File: config.mk
export PLATFORM = sky130hd
export DESIGN_NAME = countdown_sequencer
export DESIGN_NICKNAME = d
export VERILOG_FILES = /design/src/rtl/countdown_sequencer.sv
export SDC_FILE = /design/constraint.sdc
export NUM_CORES = 1
export LEC_CHECK = 0
export BUFFER_PORTS_ARGS = -buffer_cell sky130_fd_sc_hd__clkbuf_2
export CELL_PAD_IN_SITES_DETAIL_PLACEMENT = 1
export CELL_PAD_IN_SITES_GLOBAL_PLACEMENT = 2
export CORE_AREA = 2 2 93 95
export CTS_CLUSTER_DIAMETER = 60
export DETAILED_ROUTE_END_ITERATION = 16
export DIE_AREA = 0 0 95 97
export HOLD_SLACK_MARGIN = 0.15
export MAX_ROUTING_LAYER = met4
export PLACE_DENSITY = 0.9
export REMOVE_ABC_BUFFERS = 1
export SLEW_MARGIN = 20
export SYNTH_ARGS = -nofsm -noshare
export SYNTH_HDL_FRONTEND = slang
export SYNTH_SLANG_ARGS = --single-unit
File: constraint.sdc
create_clock -name clk -period 3.9 [get_ports clk]
set_input_delay 0.975 -clock clk [delete_from_list [all_inputs] [get_ports clk]]
set_output_delay 0.975 -clock clk [all_outputs]
set_load 0.005 [all_outputs]
File: src/rtl/countdown_sequencer.sv
// Minute:second countdown sequencer. Values are edited in BCD, then counted
// down once per TICK_DIV clocks; on expiry the display flashes at 2 Hz.
module countdown_sequencer #(
  parameter int TICK_DIV = 50000000
) (
  input  logic       clk,
  input  logic       rst,
  input  logic [2:0] state,
  input  logic       inc,
  output logic [7:0] sec_bcd,
  output logic [7:0] min_bcd,
  output logic       tick,
  output logic       done,
  output logic       blank
);

  localparam int PW = $clog2(TICK_DIV);
  localparam logic [PW-1:0] PRE_TERM = PW'(TICK_DIV - 1);
  localparam logic [PW-1:0] PRE_HALF = PW'(TICK_DIV / 2 - 1);

  localparam logic [2:0] ST_RESET   = 3'd4;
  localparam logic [2:0] ST_SET_SEC = 3'd0;
  localparam logic [2:0] ST_SET_MIN = 3'd1;
  localparam logic [2:0] ST_TIMER   = 3'd2;

  typedef enum logic [1:0] {IDLE, EDIT, RUN, EXPIRED} fsm_t;

  fsm_t          fsm_q, fsm_d;
  logic [7:0]    sec_q, sec_d, min_q, min_d;
  logic [PW-1:0] pre_q, pre_d;
  logic          inc_prev_q;
  logic          tick_q, tick_d, done_q, done_d, blank_q, blank_d;
  logic          inc_rise, pre_term, last_step;

  function automatic logic [7:0] bcd_inc(input logic [7:0] v);
    if (v == 8'h59)          return 8'h00;
    else if (v[3:0] == 4'd9) return {v[7:4] + 4'd1, 4'd0};
    else                     return {v[7:4], v[3:0] + 4'd1};
  endfunction

  // Caller guarantees v != 00.
  function automatic logic [7:0] bcd_dec(input logic [7:0] v);
    if (v[3:0] == 4'd0) return {v[7:4] - 4'd1, 4'd9};
    else                return {v[7:4], v[3:0] - 4'd1};
  endfunction

  assign inc_rise  = inc & ~inc_prev_q;
  assign pre_term  = (pre_q == PRE_TERM);
  assign last_step = pre_term && (sec_q == 8'h01) && (min_q == 8'h00);

  always_ff @(posedge clk or posedge rst) begin
    if (rst) fsm_q <= IDLE;
    else     fsm_q <= fsm_d;
  end

  always_comb begin
    fsm_d = fsm_q;
    if (state == ST_RESET) begin
      fsm_d = IDLE;
    end else begin
      case (fsm_q)
        IDLE, EDIT: begin
          if (state == ST_TIMER)
            fsm_d = (sec_q == 8'h00 && min_q == 8'h00) ? EXPIRED : RUN;
          else if (state == ST_SET_SEC || state == ST_SET_MIN)
            fsm_d = EDIT;
        end
        RUN:     if (last_step) fsm_d = EXPIRED;
        default: ;
      endcase
    end
  end

  // Value and prescaler; the prescaler idles at zero outside RUN/EXPIRED.
  always_comb begin
    sec_d = sec_q;
    min_d = min_q;
    pre_d = '0;
    if (state == ST_RESET) begin
      sec_d = 8'h00;
      min_d = 8'h00;
    end else begin
      case (fsm_q)
        EDIT: begin
          if (inc_rise && state == ST_SET_SEC) sec_d = bcd_inc(sec_q);
          if (inc_rise && state == ST_SET_MIN) min_d = bcd_inc(min_q);
        end
        RUN: begin
          pre_d = pre_term ? '0 : pre_q + 1'b1;
          if (pre_term) begin
            if (sec_q != 8'h00) begin
              sec_d = bcd_dec(sec_q);
            end else begin
              sec_d = 8'h59;
              min_d = bcd_dec(min_q);
            end
          end
        end
        EXPIRED: pre_d = pre_term ? '0 : pre_q + 1'b1;
        default: ;
      endcase
    end
  end

  // done lags the FSM by one cycle so it is high only once EXPIRED is held.
  always_comb begin
    tick_d  = 1'b0;
    done_d  = 1'b0;
    blank_d = 1'b0;
    if (state != ST_RESET) begin
      case (fsm_q)
        RUN:     tick_d = pre_term;
        EXPIRED: begin
          done_d  = 1'b1;
          blank_d = (pre_term || pre_q == PRE_HALF) ? ~blank_q : blank_q;
        end
        default: ;
      endcase
    end
  end

  always_ff @(posedge clk or posedge rst) begin
    if (rst) begin
      sec_q      <= 8'h00;
      min_q      <= 8'h00;
      pre_q      <= '0;
      inc_prev_q <= 1'b0;
      tick_q     <= 1'b0;
      done_q     <= 1'b0;
      blank_q    <= 1'b0;
    end else begin
      sec_q      <= sec_d;
      min_q      <= min_d;
      pre_q      <= pre_d;
      inc_prev_q <= inc;
      tick_q     <= tick_d;
      done_q     <= done_d;
      blank_q    <= blank_d;
    end
  end

  assign sec_bcd = sec_q;
  assign min_bcd = min_q;
  assign tick    = tick_q;
  assign done    = done_q;
  assign blank   = blank_q;

endmodule

==> results by group <==
Finish
  – Share of cells above drive strength 1: between 15 and 20%
  – Layout overhead on the synthesized area: 9.72%
  – Layout Utilization: between 40% and 50%
  – Final Instance Area: 3600 um^2
  – Diodes inserted: 0
  – Layout Nets: 410

Setup path
  – Worst R2R Path Depth: 5
  – FF-to-FF setup slack: between 1000 and 1500 ps
  – WS Path Type: reg -> reg
  – Critical path startpoint: pre_q[9]$_DFF_PP0_
  – Worst Setup Start Kind: flip-flop
  – FF-to-FF Start: pre_q[9]$_DFF_PP0_
  – Crit. End Element: flip-flop
  – Crit path required time: just over 4000 ps
  – Worst-path fanout max: 11
  – Reg-to-reg endpoint: sec_bcd[7]$_DFFE_PP0P_
  – Critical path data arrival time: about 2800 ps

Logic synthesis
  – Post-Synth Simple-Gate Area: 30.9%
  – Post-Syn Area: 3280 um^2
  – FFs w/ async S/R, synth: 100%
  – Post-synth EDFFs: 0
  – Distinct cells, synth: between 60 and 70
  – Compound-gate portion of the synthesized area: about an eighth
  – Top cell type's share of synthesized area: a little over a third
  – Adder-cell share of the synthesized area: under 10%
  – Sequential area share after synthesis: 36.6%
  – Total of warnings raised by yosys: 0
  – Mux cell area share after synthesis: ~2.2%
  – Ys flop type: dfrtp_1
  – Top cells by count, synth: dfrtp_1 (48), nor2_1 (48), nand3_1 (26)
  – Top post-synthesis cells by area: dfrtp_1 (37%), ha_1 (5.7%), nor2_1 (5.5%)
  – Post-Synth XOR/XNOR Area: under 10%
  – Area leader, netlist: dfrtp_1
  – Main combinational cell family by area after synthesis: simple AND/OR/NAND/NOR gates
  – Post-synthesis cell count: 368
  – Seq cells post-synth: 48
  – Post-Syn Area per Cell: between 8 and 9 um^2

CTS
  – Cts bufs inserted: 5
  – # resized after CTS: 0
  – Root Buffer: clkbuf_8
  – Clock sink count: between 40 and 50
  – Setup Fix Bufs, Post-CTS: 0
  – CTS tree: yes
  – Clk Latency, worst-skew pair: 300 ps
  – Clk slew on worst S/H paths: about 100 ps
  – Max clock buf depth: 2
  – Hold buffer count at cts: 0
  – # H-tree levels: 2

Timing
  – RSZ-0062 raised after global routing: false
  – Worst Tran Pin Value: between 700 and 800 ps
  – Setup TNS: 0 ps
  – # setup viols final: 0
  – Fin crit share: around 67%
  – Tmin final: about 2600 ps
  – Final WS setup: around 1300 ps
  – Slew headroom: roughly 52%
  – Worst clock skew: approximately 6.9 ps
  – Fmax: 0.385 GHz
  – Final Hold Vio Count: 0
  – Max Slew Vio Count: 0

Run
  – # Max-Cap Violations: 0

Floorplan
  – Initial core utilization: roughly two fifths
  – Die width: 95 um
  – IO Count: 25
  – DIE AREA: around 9000 um^2
  – Core outline area: roughly 8100 um^2
  – Die height: 97 um
  – Site Rows: 33

Power and ir drop
  – Total power: between 1500 and 2000 uW
  – Worst vdd ir: 0.193 mV
  – Leak pwr: around 0.0015 uW
  – PD cells: around 450 nW/um^2

Routing
  – Antenna viol nets, final: 0
  – Routed WL: approximately 8500 um
  – Drt pass-1 iters: 4
  – Via Count: about 2800
  – DRT iter0 DRCs: a little over 80
  – WL/cell: about 17 um
  – DR vias/cell: 5.69
  – DRC violations left: 0

Status
  – Status: finished, final reports clean

Placed design
  – Post-DP Area: roughly 3500 um^2
  – Placer congestion estimate: just under 0.9
  – Dpl ws: between 1000 and 1500 ps
  – Port Buffers: 24
  – HPWL Detailed: 6200 um

Worst hold path
  – Worst Min Path Start: pre_q[0]$_DFF_PP0_
  – Hold path depth: 1
  – Min-delay worst type: reg -> reg
  – Worst Hold End: pre_q[0]$_DFF_PP0_

Global routing
  – Final global-route overflow total: 0
  – Vias in the first global route: around 3000
  – Initial antenna violation count: 0
  – Tot GR Track Use: around a fifth
  – First-pass GRT wire length: roughly 15000 um
  – Largest net degree at the start of global routing: 30
[sequential cells by signal (all words and copies together), names as in the netlist]
| signal | flops |
|---|---|
| tick | 1 |
| fsm_q | 2 |
| min_bcd | 8 |
| blank | 1 |
| inc_prev_q | 1 |
| done | 1 |
| sec_bcd | 8 |
| pre_q | 26 |
[cell families after synthesis]
logic type                 Yosys count
muxes                                7
DFF                                 48
xor gates and xnor gates            29
and+or+nand+nor                    177
adders and majority gates           15
AOI/OAI and AO/OA                   57
buffers and inverters               35
[power breakdown]
group | internal [uW] | switching (uW)
clock network | 146 | 182
logic | 248 | 355
registers | 562 | 122
[worst max-delay path, cell delays in order (launching register included)]
cell and delay, ps:
dfrtp_1 450, or4b_4 560, nor4_4 620, nand3_1 300, nand2_2 200, mux2_2 340
[worst max-delay path by stage]
stage / slack (ps) / to / cells after the start
floorplan: 1090 / sec_bcd[7]$_DFFE_PP0P_ / 4
global placement: 1210 / min_bcd[7]$_DFFE_PP0P_ / 6
detailed placement: 1150 / min_bcd[7]$_DFFE_PP0P_ / 6
CTS: 1310 / sec_bcd[7]$_DFFE_PP0P_ / 5
global route: 1120 / sec_bcd[7]$_DFFE_PP0P_ / 5
finish: 1300 / sec_bcd[7]$_DFFE_PP0P_ / 5
[per-stage QoR]
stage	instances	hold slack [ps]
after floorplan	354	448
after global placement	487	476
after detailed placement	487	487
after CTS	495	501
after global routing	495	552
final	495	497
[routing by layer]
metal | share of wire, % | track usage [%] | vias to the layer above
met1 | 49 | 27.1 | 1409
met3 | 2.2 | 3.04 | 8
met2 | 47 | 31.7 | 37
met4 | 1.6 | 5.69 | 0
li1 | - | - | 1362
met5 | 0 | - | -
[layout make-up]
type,count,area (um^2)
clock inverters,2,13.8
well taps,105,131
flip-flops and latches,48,1200
multi-input cells,285,1940
repair buffers,28,150
inverters,21,78.8
fillers,961,4530
clock buffers,6,82.6
[placed cells by master (no fill, tap or decap), types with 4 or more instances in the layout]
cell type / Yosys / routed
clkbuf_2: 0 / 24
nor3b_1: 5 / 4
mux2i_1: 4 / 4
and3_1: 8 / 8
nand2_1: 22 / 22
inv_1: 21 / 20
nand4_1: 8 / 8
buf_4: 0 / 4
nand3_1: 26 / 26
clkbuf_8: 0 / 6
ha_1: 15 / 15
nor3_1: 14 / 14
a211oi_1: 5 / 5
xnor2_1: 20 / 20
nor4_1: 7 / 7
or3_1: 5 / 5
o21ai_0: 9 / 9
dfrtp_1: 48 / 48
a21oi_1: 14 / 14
nor2_1: 48 / 48
xor2_1: 9 / 9
Note: power is estimated with default switching activity, not from simulation.
